### src/rtl/if_fetch_unit.sv
// -----------------------------------------------------------------------------
// if_fetch_unit
//   Instruction-fetch stage. Issues at most one instruction-memory request at a
//   time, tracks redirects (taken branches/jumps) and presents fetched packets
//   {pc, pc+4, instr} to the IF/ID register with valid/flush qualifiers.
//
//   Ports
//     clk, rst            : clock, asynchronous active-high reset
//     id_stall            : IF/ID holds this cycle; current packet not consumed
//     redirect            : redirect request, redirect_pc gives the target
//     redirect_pc         : target PC (low two bits ignored)
//     im_req, im_addr     : memory request and word address (held until ack)
//     im_ack, im_rdata    : memory response, data valid with the ack
//     pc_out, pcadd4_out,
//     instr_out           : fetched packet
//     if_valid            : packet valid this cycle
//     if_flush            : IF/ID must load a bubble this cycle
//
//   Build option
//     IF_FETCH_BUF_EN     : adds a one-entry skid buffer behind the output
//                           slot so one extra fetch can land during id_stall.
// -----------------------------------------------------------------------------
module if_fetch_unit (
    input  logic        clk,
    input  logic        rst,
    input  logic        id_stall,
    input  logic        redirect,
    input  logic [31:0] redirect_pc,
    output logic        im_req,
    output logic [31:0] im_addr,
    input  logic        im_ack,
    input  logic [31:0] im_rdata,
    output logic [31:0] pc_out,
    output logic [31:0] pcadd4_out,
    output logic [31:0] instr_out,
    output logic        if_valid,
    output logic        if_flush
);
    typedef enum logic [1:0] {IDLE, REQ, DISCARD} state_t;

    state_t      state_q, state_d;
    logic [31:0] pc_q, pc_d;          // next PC to fetch (redirect target while discarding)
    logic [31:0] addr_q, addr_d;      // address of the request in flight
    logic        out_valid_q, out_valid_d;
    logic [31:0] out_pc_q, out_pc_d;
    logic [31:0] out_pc4_q, out_pc4_d;
    logic [31:0] out_instr_q, out_instr_d;

    logic [31:0] target_pc;
    logic [31:0] addr_plus4;
    logic        consume;
    logic        ack_data;
    logic        buf_occ;
    logic [1:0]  occ_after;           // packets held after this cycle's consume
    logic        slot_free;
    logic        refill_free;

`ifdef IF_FETCH_BUF_EN
    localparam logic [1:0] CAPACITY = 2'd2;
    logic        buf_valid_q, buf_valid_d;
    logic [31:0] buf_pc_q, buf_pc_d;
    logic [31:0] buf_pc4_q, buf_pc4_d;
    logic [31:0] buf_instr_q, buf_instr_d;
    assign buf_occ = buf_valid_q;
`else
    localparam logic [1:0] CAPACITY = 2'd1;
    assign buf_occ = 1'b0;
`endif

    assign target_pc  = redirect_pc & 32'hFFFF_FFFC;
    assign addr_plus4 = addr_q + 32'd4;
    assign consume    = out_valid_q & ~id_stall;
    assign ack_data   = (state_q == REQ) & im_ack;
    assign occ_after  = {1'b0, out_valid_q} + {1'b0, buf_occ} - {1'b0, consume};
    // Room for one more packet once this cycle's consume has happened.
    assign slot_free  = occ_after < CAPACITY;
    // Room for yet another packet after the one being acked this cycle.
    assign refill_free = (occ_after + 2'd1) < CAPACITY;

    // Request / PC sequencing
    always_comb begin
        state_d = state_q;
        pc_d    = pc_q;
        addr_d  = addr_q;
        case (state_q)
            IDLE: begin
                if (redirect) begin
                    state_d = REQ;
                    pc_d    = target_pc;
                    addr_d  = target_pc;
                end else if (slot_free) begin
                    state_d = REQ;
                    addr_d  = pc_q;
                end
            end
            REQ: begin
                if (redirect) begin
                    pc_d = target_pc;
                    if (im_ack) begin
                        // Response dropped; restart immediately at the target.
                        state_d = REQ;
                        addr_d  = target_pc;
                    end else begin
                        // Address must stay on the bus until the stale ack.
                        state_d = DISCARD;
                    end
                end else if (im_ack) begin
                    pc_d    = addr_plus4;
                    addr_d  = addr_plus4;
                    state_d = refill_free ? REQ : IDLE;
                end
            end
            DISCARD: begin
                if (redirect) begin
                    pc_d = target_pc;
                end
                if (im_ack) begin
                    state_d = REQ;
                    addr_d  = redirect ? target_pc : pc_q;
                end
            end
            default: state_d = IDLE;
        endcase
    end

    // Output slot (and optional skid buffer)
    always_comb begin
        out_valid_d = out_valid_q;
        out_pc_d    = out_pc_q;
        out_pc4_d   = out_pc4_q;
        out_instr_d = out_instr_q;
`ifdef IF_FETCH_BUF_EN
        buf_valid_d = buf_valid_q;
        buf_pc_d    = buf_pc_q;
        buf_pc4_d   = buf_pc4_q;
        buf_instr_d = buf_instr_q;
`endif
        if (redirect) begin
            out_valid_d = 1'b0;
`ifdef IF_FETCH_BUF_EN
            buf_valid_d = 1'b0;
`endif
        end else if (out_valid_q && id_stall) begin
`ifdef IF_FETCH_BUF_EN
            // Output frozen; a landing response parks in the buffer.
            if (ack_data) begin
                buf_valid_d = 1'b1;
                buf_pc_d    = addr_q;
                buf_pc4_d   = addr_plus4;
                buf_instr_d = im_rdata;
            end
`endif
        end else begin
            out_valid_d = ack_data;
            if (ack_data) begin
                out_pc_d    = addr_q;
                out_pc4_d   = addr_plus4;
                out_instr_d = im_rdata;
            end
`ifdef IF_FETCH_BUF_EN
            buf_valid_d = 1'b0;
            if (buf_valid_q) begin
                // Older buffered packet goes first; a new ack takes its place.
                out_valid_d = 1'b1;
                out_pc_d    = buf_pc_q;
                out_pc4_d   = buf_pc4_q;
                out_instr_d = buf_instr_q;
                buf_valid_d = ack_data;
                if (ack_data) begin
                    buf_pc_d    = addr_q;
                    buf_pc4_d   = addr_plus4;
                    buf_instr_d = im_rdata;
                end
            end
`endif
        end
    end

    always_ff @(posedge clk or posedge rst) begin
        if (rst) begin
            state_q     <= IDLE;
            pc_q        <= 32'd0;
            addr_q      <= 32'd0;
            out_valid_q <= 1'b0;
            out_pc_q    <= 32'd0;
            out_pc4_q   <= 32'd0;
            out_instr_q <= 32'd0;
`ifdef IF_FETCH_BUF_EN
            buf_valid_q <= 1'b0;
            buf_pc_q    <= 32'd0;
            buf_pc4_q   <= 32'd0;
            buf_instr_q <= 32'd0;
`endif
        end else begin
            state_q     <= state_d;
            pc_q        <= pc_d;
            addr_q      <= addr_d;
            out_valid_q <= out_valid_d;
            out_pc_q    <= out_pc_d;
            out_pc4_q   <= out_pc4_d;
            out_instr_q <= out_instr_d;
`ifdef IF_FETCH_BUF_EN
            buf_valid_q <= buf_valid_d;
            buf_pc_q    <= buf_pc_d;
            buf_pc4_q   <= buf_pc4_d;
            buf_instr_q <= buf_instr_d;
`endif
        end
    end

    assign im_req     = (state_q != IDLE);
    assign im_addr    = addr_q;
    assign pc_out     = out_pc_q;
    assign pcadd4_out = out_pc4_q;
    assign instr_out  = out_instr_q;
    assign if_valid   = out_valid_q;
    assign if_flush   = redirect | ~out_valid_q;

endmodule
### config.mk
export PLATFORM = sky130hd
export DESIGN_NAME = if_fetch_unit
export DESIGN_NICKNAME = d
export VERILOG_FILES = /design/src/rtl/if_fetch_unit.sv
export SDC_FILE = /design/constraint.sdc
export NUM_CORES = 1
export LEC_CHECK = 0
export BUFFER_PORTS_ARGS = -buffer_cell sky130_fd_sc_hd__buf_2
export CORE_MARGIN = 10
export CORE_UTILIZATION = 50
export DETAILED_ROUTE_END_ITERATION = 8
export PLACE_DENSITY = 0.79
export SLEW_MARGIN = 10
export SYNTH_ARGS = -nofsm -noshare
export SYNTH_HDL_FRONTEND = slang
export SYNTH_SLANG_ARGS = --single-unit
### constraint.sdc
create_clock -name clk -period 15 [get_ports clk]
set_input_delay 1.5 -clock clk [delete_from_list [all_inputs] [get_ports clk]]
set_output_delay 1.5 -clock clk [all_outputs]
set_load 0.05 [all_outputs]
### After elaboration in Yosys (flattened, before gate mapping)

Index checks and enable logic that the tools add are counted.

| word-level totals | value |
|---|---|
| bits in registers | 163 |
| bits of input ports | 69 |
| output and inout bits | 131 |
| logic and storage cells | 56 |

| cells by class | value |
|---|---|
| add/subtract/negate cells | 3 |
| $lt $le $gt $ge | 2 |
| equality and inequality tests | 7 |
| mux-type cells | 20 |
| bitwise logic cells | 7 |
| reductions and logical operators | 10 |

Operator list:

| kind | count |
|---|---|
| $mux W32 | 8 |
| $pmux W32 S3 | 1 |
| $pmux W32 S2 | 1 |
| $add A32 B3 Y32 const B | 1 |
| $mux W2 | 6 |
| $ne A2 B2 Y1 const B | 3 |
| $ne A3 B3 Y1 const B | 2 |
| $pmux W2 S3 | 1 |
| $reduce_and A3 Y1 | 2 |
| $lt A2 B1 Y1 const B | 2 |
| $not A1 Y1 | 4 |
| $reduce_and A4 Y1 | 1 |
| $reduce_bool A2 Y1 | 2 |
| $mux W1 | 3 |
| $reduce_bool A3 Y1 | 1 |
| $add A2 B1 Y2 const B | 1 |
| $and A1 B1 Y1 | 2 |
| $eq A2 B1 Y1 const B | 1 |
| $eq A2 B2 Y1 const B | 1 |
| $logic_not A2 Y1 | 1 |
| $reduce_and A2 Y1 | 1 |
| $reduce_or A2 Y1 | 1 |
| $sub A1 B1 Y2 | 1 |
| $logic_and A1 B1 Y1 | 1 |
| $or A1 B1 Y1 | 1 |

### Depth between registers and ports, before layout

| logic depth | value |
|---|---|
| depth in word-level cells | 9 |
| mapped depth | 9 |
| mapped depth without buffers | 6 |

### Least setup slack after synthesis

OpenSTA, ideal clock, no wires.

| timing path | value |
|---|---|
| kind | input to output |
| from | input redirect |
| to | output if_flush |
| arrival time | 2.399 ns |
| setup slack | 11.101 ns |
| stages on the path | 4 |
| buffers on the path | 2 |
| path through | clkbuf_1 inv_1 clkbuf_1 nand2_1 |

| on the way | value |
|---|---|
| longest elaborated chain between the ends | 1 |

RTL lines:

| what | line | RTL |
|---|---|---|
| start: declaration | 27 | `input logic redirect,` |
| $or A1 B1 Y1 | 217 | `assign if_flush = redirect \| ~out_valid_q;` |
| end: declaration | 37 | `output logic if_flush` |

Every way passes these cells.

### Worst setup path in the final report

Same ends and word-level chain as after synthesis.

==> out/summary.txt <==
Non-Filler Instances: 1206
CTS tree: built
Worst setup SP type: primary input
Hpwl dp: 16.03 mm
Logic gate share of total power: 51.6%
Number of setup buffers added after CTS: 0
Via/cell ratio: 5.803
Status: finished clean
H-tree depth: 4
Sequential share of power: 31.1%
Clock tree buffer depth: 2
Antenna violations before repair: 5
Mapped Cells: 843
Area grow syn2layout: 21.77%
Vias in the first global route: 7012
Max-Slew Margin vs Limit: 14.87%
Max-cap viol count: 0
Hold WC Path Type: register to register
Library cells used by synthesis: 60
Pwr per Cell Area: 275.7 nW/um2
All-Layer GR Usage: 22.49%
Crit path kind: primary input to primary output
Clk sinks: 161
Crit-path slowest cell: buf_4
DRC Markers: 0
Rows: 44
VDD IR max: 184.5 uV
Overall Power: 2.548 mW
Hold buffer count at CTS: 0
Layout cells sized above 1: 24.73%
CP peak stage delay: 490 ps
Initial DRC count: 628
Die Wd: 143.2 um
# IOs: 200
Die height: 143.2 um
Pre-antenna DRT Iters: 5
Register-to-Register Setup Slack: 11770 ps
Clock Latency Late Sink: 430 ps
Hold path depth: 2
Hold EP: pc_out[8]
Yosys reg bits: 161
Wire per inst: 19.19 um
R2r startpoint: state_q[1]
Routed wire length: 23.15 mm
Kind of end point of the critical path: primary output
Crit path buf inv count: 5
PortBufs: 197
Post-route setup TNS: 0 ps
Crit-path max FO: 58
Delay-heaviest family, CP: buffers and inverters
Worst-margin pin slew: 1268 ps
Reg-to-reg endpoint: pcadd4_out[31]
CTS buffer count: 17
Slew Viols, Final: 0
Pleak: 4.508 nW
Clk slew on worst S/H paths: 60 ps
First-pass GRT wire length: 36.58 mm
Syn. warnings: 0
CTS root buf: clkbuf_16
Post-synth design cell area: 7591 um2
Total gr overflow: 0
NumNets Final: 1076
Sequential-to-total area share from yosys stat: 53.07%
# setup viols final: 0
Detail Route Antenna Nets: 0
Worst reg-to-reg path cell count: 6
GP Congestion: 0.8676
Die area: 20510 um2
Ys flop type: dfrtp_1
Worst-path cell chain: buf_2 -> buf_4 -> inv_1 -> buf_4 -> nand2_1 -> buf_2
EDFF count, synth: 0
Switch share: 52.76%
Mapped Nets: 913
CP required: 13500 ps
Int Power: 1.204 mW
Post-synth ARST share: 100.0%
Clock Power Share: 17.3%
Sw power: 1.344 mW
Cells after DPL: 1171
Largest net degree at the start of global routing: 104
Initial Utilization: 51.64%
Vias: 6998
Worst EP arrival: 3160 ps
Max Freq: 214.6 MHz
Period utilization: 31.06%
Tmin final: 4660 ps
Hold Fails Final Rpt: 0
RSZ-0062 raised after global routing: no
HP Start: pc_out[8]
Post-CTS Resized: 0
CORE AREA: 14700 um2
Post-Syn Area per Cell: 9.005 um2
Post-Route Skew: 8.969 ps
-- power by group through the flow --
stage / clock (mW) / sequential, mW / combinational [mW]
floorplan: 0 / 1.32 / 0.442
global placement: 0 / 0.786 / 1.30
detailed placement: 0 / 0.793 / 1.32
CTS: 0.446 / 0.789 / 1.32
global route: 0.466 / 0.821 / 1.40
finish: 0.441 / 0.793 / 1.31
-- tightest hold or removal path: stages (launching register included) --
cell     delay [ps]
dfrtp_1         330
nand2_1          50
nand2_1          50
-- layout by cell type (no fill, tap or decap), types with 9 or more instances in the layout --
cell	synthesis	routed
clkbuf_16	0	17
dfrtp_1	161	161
nor2_1	46	46
a21oi_1	41	40
o22ai_1	20	20
nand3_1	14	14
a22oi_1	13	13
xor2_1	13	13
buf_4	5	9
xnor2_1	16	16
o21ai_0	67	67
nand2_1	245	244
inv_1	10	9
a211oi_1	10	10
buf_2	5	197
-- per-stage QoR --
stage	utilization [%]	hold slack, ps	setup slack, ps	area, um2
global placement	58.78	452.2	10420	8640
global route	62.87	485.8	10260	9241
finish	62.89	466.8	10340	9244
detailed placement	58.78	456.7	10350	8640
CTS	62.84	472.5	10390	9236
floorplan	-	467.8	9152	7591
-- cell type report --
cell class | count | area [um2]
Clock inverter | 12 | 160.2
Clock buffer | 20 | 436.7
Multi-Input combinational cell | 610 | 3284
Fill cell | 1264 | 5455
Antenna cell | 3 | 7.507
Sequential cell | 161 | 4029
Tap cell | 184 | 230.2
Timing Repair Buffer | 206 | 1054
Inverter | 10 | 42.54
-- logic make-up after synthesis --
group | synth area share (%)
buffers and inverters | 3.906
XOR/XNOR | 3.346
flip-flops | 53.07
adder cells (fa/ha/maj) | 0.1648
multiplexers | 0.3956
AND/OR/NAND/NOR | 19.99
AO/OA/AOI/OAI | 19.12
-- Yosys cell counts, types with 3 or more instances --
| cell type | count | share of area, % |
|---|---|---|
| nor2_1 | 46 | 2.3 |
| buf_4 | 5 | 0.49 |
| nor4_1 | 3 | 0.25 |
| o32a_1 | 3 | 0.40 |
| buf_2 | 5 | 0.33 |
| a22o_1 | 6 | 0.69 |
| xnor2_1 | 16 | 1.8 |
| and4_1 | 4 | 0.46 |
| or2_2 | 3 | 0.25 |
| o22a_1 | 3 | 0.35 |
| dfrtp_1 | 161 | 53 |
| o21ai_1 | 3 | 0.20 |
| buf_1 | 4 | 0.20 |
| nor2b_1 | 6 | 0.49 |
| a221oi_1 | 6 | 0.69 |
| xor2_1 | 13 | 1.5 |
| o221ai_1 | 5 | 0.58 |
| a31oi_1 | 3 | 0.25 |
| clkbuf_1 | 47 | 2.3 |
| nand4_1 | 7 | 0.58 |
| nand2_1 | 245 | 12 |
| and3_1 | 5 | 0.41 |
| a22oi_1 | 13 | 1.3 |
| mux2i_1 | 3 | 0.40 |
| o2bb2ai_1 | 3 | 0.35 |
| a2bb2oi_1 | 5 | 0.58 |
| a221o_1 | 5 | 0.66 |
| a211oi_1 | 10 | 0.99 |
| nor3_1 | 6 | 0.40 |
| o21a_1 | 3 | 0.30 |
| a21o_1 | 4 | 0.40 |
| o22ai_1 | 20 | 1.6 |
| nand3_1 | 14 | 0.92 |
| o41ai_1 | 3 | 0.35 |
| a21oi_1 | 41 | 2.7 |
| inv_1 | 10 | 0.49 |
| and2_1 | 6 | 0.49 |
| o21ai_0 | 67 | 4.4 |
-- state kept, by name, summed over array words and instances, names as in the netlist --
register,count
pc_q,32
state_q,2
instr_out,32
pc_out,32
pcadd4_out,30
im_addr,32
if_valid,1
-- worst max-delay path by stage --
stage          cells past startpoint      from              to  slack [ps]
2_1_floorplan                      1       rst        if_valid        9150
3_3_place_gp                       8  redirect  pcadd4_out[31]       10420
3_5_place_dp                       8  redirect       pc_out[9]       10350
4_1_cts                            6  redirect        if_flush       10390
5_1_grt                            6  redirect        if_flush       10260
6_report                           6  redirect        if_flush       10340
-- metal layers --
| layer | vias to the layer above | wire, um | global-route usage (%) |
|---|---|---|---|
| met3 | 36 | 2141 | 7.496 |
| met2 | 308 | 11350 | 37.65 |
| met5 | - | 19 | 0 |
| li1 | 3264 | - | - |
| met1 | 3386 | 9217 | 26.83 |
| met4 | 4 | 421 | 7.039 |
(Power assumes the default switching activity.)
